File: src/rtl/edge_gen_pkg.sv
// Shared types and helpers for the edge generator.
// Phase lengths use len-1 encoding in the down-counter.
package edge_gen_pkg;

  typedef enum logic [1:0] {
    IDLE = 2'd0,
    HIGH = 2'd1,
    LOW  = 2'd2
  } state_e;

  localparam int CNT_W_DEF  = 8;
  localparam int PCNT_W_DEF = 16;

  function automatic logic [31:0] len_m1(
    input logic [31:0] len
  );
    return (len == 32'd0) ? 32'd0 : len - 32'd1;
  endfunction

endpackage

File: src/rtl/edge_gen_phase_cnt.sv
// Phase-length down-counter.
// Clear beats load, and load beats decrement.
module edge_gen_phase_cnt #(
  parameter int W = 8
) (
  input  logic         clk,
  input  logic         reset,
  input  logic         clr_i,
  input  logic         load_i,
  input  logic [W-1:0] val_i,
  input  logic         dec_i,
  output logic         zero_o
);

  logic [W-1:0] cnt_q;

  always_ff @(posedge clk or posedge reset) begin
    if (reset) begin
      cnt_q <= '0;
    end else if (clr_i) begin
      cnt_q <= '0;
    end else if (load_i) begin
      cnt_q <= val_i;
    end else if (dec_i) begin
      cnt_q <= cnt_q - W'(1);
    end
  end

  assign zero_o = (cnt_q == '0);

endmodule

File: src/rtl/edge_generator.sv
// Queued pulse requests to a registered waveform.
// Exact high/low widths, with abort and a completed-pulse count.
module edge_generator
  import edge_gen_pkg::*;
#(
  parameter int CNT_W  = CNT_W_DEF,
  parameter int PCNT_W = PCNT_W_DEF
) (
  input  logic              clk,
  input  logic              reset,
  input  logic              req_valid,
  output logic              req_ready,
  input  logic [CNT_W-1:0]  req_high_len,
  input  logic [CNT_W-1:0]  req_low_len,
  input  logic              abort,
  output logic              signal_out,
  output logic              rise_strobe,
  output logic              fall_strobe,
  output logic              busy,
  output logic [PCNT_W-1:0] pulse_cnt
);

  state_e            state_q;
  logic              sig_q;
  logic              rise_q;
  logic              fall_q;
  logic [PCNT_W-1:0] pcnt_q;
  logic [CNT_W-1:0]  low_q;

  logic             cnt_zero;
  logic             cnt_clr;
  logic             cnt_load;
  logic             cnt_dec;
  logic [CNT_W-1:0] cnt_val;
  logic [CNT_W-1:0] hi_m1;
  logic [CNT_W-1:0] lo_m1;
  logic             active;
  logic             xfer;

  assign hi_m1 = CNT_W'(len_m1(32'(req_high_len)));
  assign lo_m1 = CNT_W'(len_m1(32'(req_low_len)));

  assign active    = (state_q != IDLE);
  assign req_ready = !abort &&
                     ((state_q == IDLE) ||
                      (state_q == LOW && cnt_zero));
  assign xfer      = req_valid && req_ready;

  assign cnt_clr  = abort && active;
  assign cnt_load = !cnt_clr &&
                    ((state_q == IDLE && xfer) ||
                     (state_q == HIGH && cnt_zero) ||
                     (state_q == LOW && cnt_zero && xfer));
  assign cnt_val  = (state_q == HIGH) ? low_q : hi_m1;
  assign cnt_dec  = !cnt_clr && active && !cnt_zero;

  edge_gen_phase_cnt #(
    .W(CNT_W)
  ) u_cnt (
    .clk    (clk),
    .reset  (reset),
    .clr_i  (cnt_clr),
    .load_i (cnt_load),
    .val_i  (cnt_val),
    .dec_i  (cnt_dec),
    .zero_o (cnt_zero)
  );

  always_ff @(posedge clk or posedge reset) begin
    if (reset) begin
      state_q <= IDLE;
      sig_q   <= 1'b0;
      rise_q  <= 1'b0;
      fall_q  <= 1'b0;
      pcnt_q  <= '0;
      low_q   <= '0;
    end else begin
      rise_q <= 1'b0;
      fall_q <= 1'b0;
      unique case (state_q)
        IDLE: begin
          if (xfer) begin
            state_q <= HIGH;
            sig_q   <= 1'b1;
            rise_q  <= 1'b1;
            low_q   <= lo_m1;
          end
        end
        HIGH: begin
          if (abort || cnt_zero) begin
            state_q <= abort ? IDLE : LOW;
            sig_q   <= 1'b0;
            fall_q  <= 1'b1;
          end
        end
        LOW: begin
          if (abort) begin
            state_q <= IDLE;
          end else if (cnt_zero) begin
            pcnt_q <= pcnt_q + PCNT_W'(1);
            if (xfer) begin
              // Back-to-back: the low phase just ended, rise now
              state_q <= HIGH;
              sig_q   <= 1'b1;
              rise_q  <= 1'b1;
              low_q   <= lo_m1;
            end else begin
              state_q <= IDLE;
            end
          end
        end
        default: begin
          state_q <= IDLE;
          sig_q   <= 1'b0;
        end
      endcase
    end
  end

  assign signal_out  = sig_q;
  assign rise_strobe = rise_q;
  assign fall_strobe = fall_q;
  assign busy        = active;
  assign pulse_cnt   = pcnt_q;

endmodule

File: config.mk
export PLATFORM = sky130hd
export DESIGN_NAME = edge_generator
export DESIGN_NICKNAME = d
export VERILOG_FILES = /design/src/rtl/edge_gen_pkg.sv /design/src/rtl/edge_gen_phase_cnt.sv /design/src/rtl/edge_generator.sv
export SDC_FILE = /design/constraint.sdc
export NUM_CORES = 1
export LEC_CHECK = 0
export CORE_MARGIN = 2
export CORE_UTILIZATION = 62
export DETAILED_ROUTE_END_ITERATION = 12
export DONT_BUFFER_PORTS = 1
export GPL_ROUTABILITY_DRIVEN = 0
export PLACE_DENSITY = 0.78
export SLEW_MARGIN = 0
export SYNTH_ARGS = -nofsm -noshare
export SYNTH_HDL_FRONTEND = slang
export SYNTH_SLANG_ARGS = --single-unit
File: constraint.sdc
create_clock -name clk -period 2.8 [get_ports clk]
set_input_delay 0.56 -clock clk [delete_from_list [all_inputs] [get_ports clk]]
set_output_delay 0.56 -clock clk [all_outputs]
set_load 0.03 [all_outputs]
### After elaboration in Yosys (flattened, before gate mapping)

Cells that the tools add are included.

| word-level totals | value |
|---|---|
| flip-flop bits (word level) | 37 |
| output and inout bits | 21 |

| operators by class | value |
|---|---|
| add/subtract/negate cells | 4 |
| eq/ne operators | 7 |
| mux-type cells | 28 |
| bitwise gates (word level) | 1 |
| reductions and logical operators | 28 |

Operator list:

| kind | number |
|---|---|
| $mux W8 | 9 |
| $logic_not A8 Y1 | 3 |
| $sub A8 B1 Y8 const B | 3 |
| $add A16 B1 Y16 const B | 1 |
| $pmux W8 S2 | 1 |
| $reduce_and A3 Y1 | 4 |
| $logic_and A1 B1 Y1 | 10 |
| $mux W1 | 10 |
| $mux W2 | 5 |
| $ne A2 B2 Y1 const B | 3 |
| $pmux W2 S3 | 1 |
| $logic_or A1 B1 Y1 | 4 |
| $reduce_bool A2 Y1 | 2 |
| $logic_not A1 Y1 | 3 |
| $ne A3 B3 Y1 const B | 1 |
| $pmux W1 S3 | 1 |
| $reduce_bool A3 Y1 | 1 |
| $eq A2 B1 Y1 const B | 1 |
| $eq A2 B2 Y1 const B | 1 |
| $logic_not A2 Y1 | 1 |
| $ne A2 B1 Y1 const B | 1 |
| $pmux W1 S2 | 1 |
| $not A1 Y1 | 1 |

### Longest topological paths before layout

Gate-level depths: netlist of the first run.

| logic depth | value |
|---|---|
| depth after elaboration | 11 |
| mapped depth | 9 |

### Cells and area by module

A second synthesis of the first run with hierarchy kept.

| unflattened totals | value |
|---|---|
| cell total of the unflattened synthesis | 230 |
| area total of the unflattened synthesis | 2,152.1 um^2 |

By module, submodules not included:

| module | instances | cells an instance | area an instance (um^2) | seq. area each (um^2) |
|---|---|---|---|---|
| edge_generator | 1 | 175 | 1,636.6 | 725.7 |
| edge_gen_phase_cnt | 1 | 55 | 515.5 | 200.2 |

### Worst setup path before layout of the first run

No wires, ideal clock.

| timing path | value |
|---|---|
| kind | register -> output |
| start | register u_cnt.cnt_q[0] |
| end | output req_ready |
| arrival time | 1,976 ps |
| required time | 2,240 ps |
| setup slack | 264 ps |
| stages on the path, launching flop included | 7 |
| cell sequence | dfrtp_1 inv_1 ha_1 or3b_2 clkbuf_1 nor4_4 o21bai_1 |

| on the way | value |
|---|---|
| longest elaborated chain between the ends | 4 |

Ends and longest elaborated chain:

| item | line | RTL |
|---|---|---|
| start: declaration | edge_gen_phase_cnt.sv:15 | `logic [W-1:0] cnt_q;` |
| start signal: assignment | edge_gen_phase_cnt.sv:23 | `cnt_q <= val_i;` |
| start signal: assignment | edge_gen_phase_cnt.sv:25 | `cnt_q <= cnt_q - W'(1);` |
| $logic_not A8 Y1 | edge_gen_phase_cnt.sv:29 | `assign zero_o = (cnt_q == '0);` |
| $logic_and A1 B1 Y1 | edge_generator.sv:46 | `(state_q == LOW && cnt_zero));` |
| $logic_or A1 B1 Y1 | edge_generator.sv:45 | `((state_q == IDLE) \|\|` |
| $logic_and A1 B1 Y1 | edge_generator.sv:44 | `assign req_ready = !abort &&` |
| end: declaration | edge_generator.sv:12 | `output logic req_ready,` |

No other way between the ends.

### Worst setup path after layout of the first run

Ends and elaborated chain as after synthesis.

==> flow_results.org, run 1 <==
** Routing
- Vias :: 1819
- Routed Wire Length :: 4775 µm
- DR pass1 iterations :: 4
- Number of DRC violations after detailed-routing iteration 0 :: 247
- Dividing the detail-routed via count by the number of cells gives 6.316.
- In this run the remaining antenna-violating nets after routing total 0.
- Post-detailed-route wirelength per cell :: 16.58 µm
- DRC violation count after routing :: 0

** Global route
- Via count of the first global-routing pass :: 1878
- Across every metal layer, demand over resource in global routing totals 25.94%.
- Wire length of the first global-routing pass :: 8300 µm
- Remaining Overflow, GRT :: 0
- Initial antenna violation count :: 0
- Entering global routing, the biggest net connects 38 pins.

** CTS
- Skew-Pair Late Insertion Delay :: 0.36 ns
- In this run the number of H-tree levels came out at 2.
- Clock buffers created by TritonCTS :: 5
- Hold_buf cts :: 0
- Clock Pin Slew Worst Setup and Hold Paths :: 0.12 ns
- Count of clock tree sinks :: 37
- TritonCTS built the clock tree.
- The clock passes through at most 2 buffers.
- Buffers added to address setup during post-CTS repair amount to 0.
- Master cell of the clock root buffer :: clkbuf_4

** Power and ir drop
- Summed over all cells, the static leakage comes to 1.009 nW.
- Net switching is 41.08% of the power.
- Logic gate share of total power :: 38.3%
- Clk network pwr share :: 16.5%
- The internal power of the cells totals 1.082 mW.
- Final Power :: 1.837 mW
- Power per cell area :: 776.4 mW/mm²
- Of the total power, registers draw 45.2%.
- Psw :: 0.7546 mW
- Maximum VDD drop :: 0.4984 mV

** Logic synthesis
- Number of flip-flops and latches in the synthesized netlist :: 37
- Summing every instance area after synthesis gives 0.002217 mm².
- Mean post-synth cell area :: 9.395 µm²
- When the netlist entered floorplanning its net count stood at 260.
- By area the synthesized netlist is led by dfrtp_1 (42%), mux2_2 (5.6%), xnor2_1 (5.1%), o21ai_0 (4.1%), nor2_1 (3.4%).
- Top flip-flop cell by instance count after synthesis :: dfrtp_1
- Yosys top cell area share :: 41.76%
- After technology mapping, the gate count stands at 236.
- Sequential share of the synthesized area :: 41.76%
- Top cells by instance count after synthesis :: dfrtp_1 (37), nor2_1 (20), o21ai_0 (18)
- Most repeated cell in the gate-level netlist after synthesis :: dfrtp_1
- Async set-reset flop share out of synthesis :: 100.0%
- Count of warnings emitted by yosys :: 0
- The synthesized design spends more area on one cell type than any other, namely dfrtp_1.
- The synthesized design contains 0 enable-type register cells.
- Number of distinct library cells after synthesis :: 45

** Hold path
- The tightest min-delay check is of the primary input to asynchronous set/reset pin type.

** STA
- Headroom to the max-slew limit came out at 42.64%.
- Setup repair after global routing left no endpoint under its margin.
- Setup total negative slack on the finished layout was measured at 0 ns.
- The total count of max-transition violations in the final report is 0.
- Finish-stage setup viols :: 0
- Min Tclk post-route :: 2.607 ns
- Largest clock skew in the final design :: 0.01019 ns
- Static timing analysis puts the maximum clock frequency at 383.6 MHz.
- Number of failing hold endpoints at the final stage :: 0
- Slew of the pin with the lowest slew margin :: 0.8578 ns
- The final critical path takes up 93.10% of the cycle.

** Cells and area
- Measured on the finished design, the core utilization comes to 69.80%.
- For this run, the number of standard cells in the final layout without fillers is 288.
- Final standard cell area without fillers :: 0.002366 mm²
- Post-layout nets :: 265
- Proportion of layout cells with a drive suffix above 1 :: 14.46%
- The repair_antennas step left the layout with diodes totalling 0.
- The layout has 247 filler cells.
- Relative to the synthesized area, the layout overhead comes to 6.716%.

** Place
- Detailed placement finished with a half-perimeter wire length of 3593 µm.
- Including well taps, the total number of placed cells is 280.
- Count of port buffers added during placement :: 0
- Placement Cell Area :: 0.002287 mm²

** Setup path
- Crit-path slowest cell :: dfrtp_1
- STA puts the critical path data arrival time at 2.05 ns.
- Largest delay share family, worst path :: simple AND/OR/NAND/NOR gates
- The worst setup path is captured at a primary output.
- Along the worst path, the maximum fanout reaches 6.
- STA classifies the critical path startpoint as a flip-flop.
- Max incr delay on CP :: 0.43 ns
- The worst setup path is of the flip-flop to primary output kind.
- Total buffers and inverters traversed by the critical path :: 1
- Worst-path cell chain :: inv_1 > ha_1 > or3b_4 > nor4_4 > o21bai_4
- STA puts the critical path data required time at 2.24 ns.

** Die
- The die covers 0.004070 mm².
- For this configuration, the core starts out at a cell density of 65.41%.
- The floorplan has 21 rows.
- Die span in y :: 63.80 µm
- For this design the top-level I/O count stands at 41.
- Width of the die :: 63.80 µm
- Area of the core :: 0.003390 mm²

** Flow run
- Number of maximum-capacitance constraint violations :: 0

** Run status
- Run status :: finished, final reports clean
## flip-flops by register name, indices dropped and copies added (netlist names)
signal / count
fall_strobe: 1
low_q: 8
pulse_cnt: 16
rise_strobe: 1
signal_out: 1
state_q: 2
u_cnt.cnt_q: 8
## timing repair
item | 4_1_cts | 5_1_grt
endpoints found under the setup margin | 1 | 1
pin swaps | 0 | 1
resized for setup | 1 | 2
## layer usage
layer / routed length [µm] / global-route usage (%)
met1: 2046 / 31.91
met3: 305 / 7.923
met4: 55 / 8.152
met5: 0 / 0
met2: 2367 / 43.49
## path summary, 6_finish.rpt
kind                                     start  slack, ns              to  cells past startpoint
worst max-delay path            u_cnt.cnt_q[0]       0.19       req_ready                      5
worst min-delay path                     reset       0.19      state_q[1]                      2
worst max register to register  u_cnt.cnt_q[0]       0.34    pulse_cnt[6]                      8
worst min register to register        low_q[7]       0.52        low_q[7]                      1
max in group asynchronous                reset       2.29  u_cnt.cnt_q[4]                      2
min in group clk                         abort       0.25      state_q[1]                      1
## worst register-to-register path: cells and delay by family, from the launching register on
kind	cells	cell delay, ns
xor+xnor	1	0.19
fa+ha+maj	1	0.17
simple gates	4	1.31
buf+inv	2	0.28
flops	1	0.43
## through the flow
step	setup WS [ns]	hold slack (ns)
after detailed placement	0.2535	0.4969
final	0.1931	0.1921
after floorplan	0.2643	0.4752
after global placement	0.3940	0.4951
after CTS	0.05259	0.1993
after global routing	0.1080	0.2093
## power groups by stage
stage	Sequential (mW)	Clock, mW	Combinational, mW
3_5_place_dp	0.838	0	0.679
6_report	0.831	0.303	0.703
3_3_place_gp	0.828	0	0.641
4_1_cts	0.827	0.309	0.687
5_1_grt	0.852	0.332	0.783
2_1_floorplan	0.789	0	0.551
## layout make-up
cell class / count / area, µm² / share of cell area, %
well taps: 46 / 57.56 / 2.433
repair buffers: 6 / 45.04 / 1.904
clock inverters: 2 / 13.76 / 0.5817
clock buffers: 6 / 51.30 / 2.168
inverters: 10 / 37.54 / 1.586
flip-flops and latches: 37 / 925.9 / 39.13
multi-input cells: 181 / 1235 / 52.19
## placed cells by master, fill, tap and decap left out, types with 5 or more instances in the layout
cell type / count
xor2_1: 5
or4_1: 5
buf_4: 6
o21ai_0: 18
nand4_1: 6
nor3_1: 7
nor2_1: 20
nor2b_1: 9
a21oi_1: 9
clkbuf_4: 5
xnor2_1: 13
dfrtp_1: 37
mux2_2: 11
inv_1: 10
nand2_1: 16
## kinds of logic (layout without fill, tap and decap cells)
logic type               after synthesis  in the layout  share of synthesized area [%]
XOR/XNOR                              18             18                          7.111
AND/OR/NAND/NOR                       94             94                          24.21
multiplexers                          14             14                          6.941
buffers and inverters                 18             24                          3.160
AO/OA/AOI/OAI                         51             51                          14.56
flip-flops                            37             37                          41.76
adder cells (fa/ha/maj)                4              4                          2.257
(Power assumes the default switching activity.)
==> run 2, diff against run 1 <==
- CORE_UTILIZATION: 62 -> 45
- PLACE_DENSITY: 0.78 -> not set
==> run 2 against run 1 <==
  * Die area increased by 35%
  * Via count decreased by 2.9%
  * Combinational power decreased by 0.6%
  * Cell area increased by 2.3%
  * Clock power increased by 14%
  * Hold slack improved by 0.074 ns
  * Count of clock-buffer cells in the layout decreased by 1
  * Sequential share of layout area decreased by 0.89 points
  * Critical path depth unchanged
  * Register-to-register slack got worse by 0.04 ns
  * Global-route usage decreased by 7.8 points
  * Worst setup slack improved by 0.0045 ns
  * Critical endpoint unchanged
  * Highest routed layer unchanged
==> flow_results.org, run 2 (synthesis gave the netlist of run 1 again) <==
** Run status
- Run status :: finished, final reports clean

** Cells and area
- Leaving out fill and tap cells, the most frequent cells in the layout are dfrtp_1 (37), nor2_1 (20), o21ai_0 (18).
- The register with the most flip-flops in the layout has 16 of them.
- Counting the fill cells in the layout gives 432.
- Of the cells placed in the final design, the portion with a size suffix greater than 1 is 15.16%.
- The net count of the finished layout is 269.
- Layout overhead on the synthesized area :: 9.199%
- Number of diodes added for antenna fixing :: 0
- After routing the design area is 0.002421 mm².
- The library cell used most frequently in the layout, excluding fill and tap cells, is dfrtp_1.

** Power and ir drop
- The analysis attributes to cell leakage a power of 1.030 nW.
- Maximum VDD drop :: 0.3243 mV
- Psw :: 0.7263 mW
- Per report_power, the combinational group accounts for 37.6% of the total.
- Switching share of power :: 39.02%
- The share of total power dissipated in the clock network is 18.5%.
- The share of total power dissipated in sequential elements is 44.0%.
- In this run the power density over the cells is 768.8 mW/mm².
- Cell internal pwr :: 1.135 mW

** STA
- Finish-stage setup viols :: 0
- Number of failing hold endpoints at the final stage :: 0
- Worst slew margin relative to its limit :: 51.15%
- For the pin with the worst max-slew slack, the measured transition is 0.7328 ns.
- Setup repair after global routing left no endpoint under its margin.
- On the final layout, the worst hold slack is 0.2661 ns.
- The total count of max-transition violations in the final report came to 0.
- Largest clock skew in the final design :: 0.006537 ns
- After routing, the total negative slack on setup checks comes to 0 ns.
- Highest clock rate :: 384.3 MHz
- Min Tclk post-route :: 2.602 ns
- Worst-case setup margin in the final layout :: 0.1976 ns
- After layout, the worst path uses 92.94% of the clock period.

** CTS
- After clock tree synthesis, the clock-pin slew on the worst setup and hold paths is 0.07 ns.
- The clock tree synthesis step divided the H-tree into 2 levels.
- Clock tree from TritonCTS :: yes
- Hold_buf cts :: 0
- Skew-Pair Late Insertion Delay :: 0.29 ns
- Buffers inserted during post-CTS setup optimization :: 0
- In this run, post-CTS repair resized a total of 0 instances.
- In this run the clock root is driven by a clkbuf_8.
- The longest clock path from root to sink contains 2 buffers.
- Count of clock tree sinks :: 37
- Clock buffers created by TritonCTS :: 5

** Global route
- The number of antenna violations at the first check in global routing was 0.
- Across every metal layer, demand over resource in global routing totals 18.12%.
- Wire length of the first global-routing pass :: 7631 µm
- The number of global-route vias before repair came to 1620.
- Pin count of the biggest net entering global routing :: 38
- Remaining Overflow, GRT :: 0

** Setup path
- The critical path starts at u_cnt.cnt_q[0].
- The critical path in this run is classified as flip-flop to primary output.
- In this run the worst path has a maximum fanout of 6.
- WP data required :: 2.24 ns
- On the critical path the largest part of the delay comes from simple AND/OR/NAND/NOR gates.
- CP Launch Type :: flip-flop
- For this run, the slowest stage of the critical path takes 0.55 ns.
- Worst-path cell chain :: inv_1 > ha_1 > or3b_2 > nor4_4 > o21bai_2
- Crit-path slowest cell :: or3b_2
- Kind of end point of the critical path :: primary output
- Total buffers and inverters traversed by the critical path :: 1
- Arrival time at the worst endpoint :: 2.04 ns
- The worst register-to-register path begins at u_cnt.cnt_q[0].

** Die
- After floorplanning, the core was sized to cover 0.004723 mm².
- Total die area :: 0.005504 mm²
- The floorplan step set the die height to 74.19 µm.
- # rows :: 25
- Num ports :: 41
- Width of the die :: 74.19 µm
- For this configuration, the core starts out at a cell density of 46.94%.

** Place
- Placement Cell Area :: 0.002344 mm²
- Pre-CTS setup slack :: 0.3190 ns
- HPWL after detailed placement :: 3409 µm
- Buffers placed on the I/O ports in this run total 0.

** Routing
- Remaining antenna violation count :: 0
- DR pass1 iterations :: 4
- The detailed router placed 1766 vias in this run.
- DRC violation count after routing :: 0
- Dividing the detail-routed via count by the number of cells gives 5.678.
- The routed design has 4605 µm of wire.
- The first routing iteration left 201 violations.
- In the final routed layout, each cell accounts on average for 14.81 µm.

** Flow run
- Across the run, the number of max-cap violations was 0.

** Hold path
- The path class of the tightest hold or removal check is primary input to asynchronous set/reset pin.
-- run 2: path summary, 6_finish.rpt --
path	slack, ns	depth (start not counted)	endpoint
min reg2reg	0.52	1	low_q[0]
max reg2reg	0.30	8	pulse_cnt[12]
max	0.20	5	req_ready
min	0.27	2	u_cnt.cnt_q[5]
min in group clk	0.34	1	state_q[1]
max in group asynchronous	2.21	2	pulse_cnt[10]
-- run 2: metal layers --
layer  global-route usage [%]  vias up  routed length (µm)
met5                        0        -                   0
met4                    6.667        0                  62
li1                         -      874                   -
met3                    3.794        6                 261
met1                    26.56      825                2250
met2                    26.39       61                2031
-- run 2: layout make-up --
cell class	instances	area, µm²	share of cell area, %
clock buffer	5	68.82	2.842
clock inverter	1	5.005	0.2067
inverter	10	37.54	1.550
multi-input combinational	181	1225	50.59
sequential	37	925.9	38.24
tap	67	83.83	3.463
timing repair buffer	10	75.07	3.101
-- run 2: power by group through the flow --
| stage | Combinational [mW] | Sequential [mW] | Clock (mW) |
|---|---|---|---|
| floorplan | 0.551 | 0.789 | 0 |
| global placement | 0.696 | 0.825 | 0 |
| detailed placement | 0.693 | 0.828 | 0 |
| CTS | 0.698 | 0.816 | 0.354 |
| global route | 0.789 | 0.839 | 0.371 |
| finish | 0.699 | 0.818 | 0.344 |
-- run 2: worst reg2reg max path, stage by stage (launching register included) --
cell and delay [ns]:
dfrtp_1 0.42, inv_1 0.07, ha_1 0.17, or3b_2 0.55
nor4_4 0.29, buf_4 0.19, nand4_1 0.29, nand2b_1 0.27
xnor2_1 0.13
-- run 2: metrics by stage --
stage	instances	utilization (%)	power (mW)
after floorplan	236	-	1.340
after global placement	305	49.62	1.521
after detailed placement	305	49.62	1.521
after CTS	311	51.18	1.869
after global routing	311	51.26	1.999
final	311	51.26	1.861
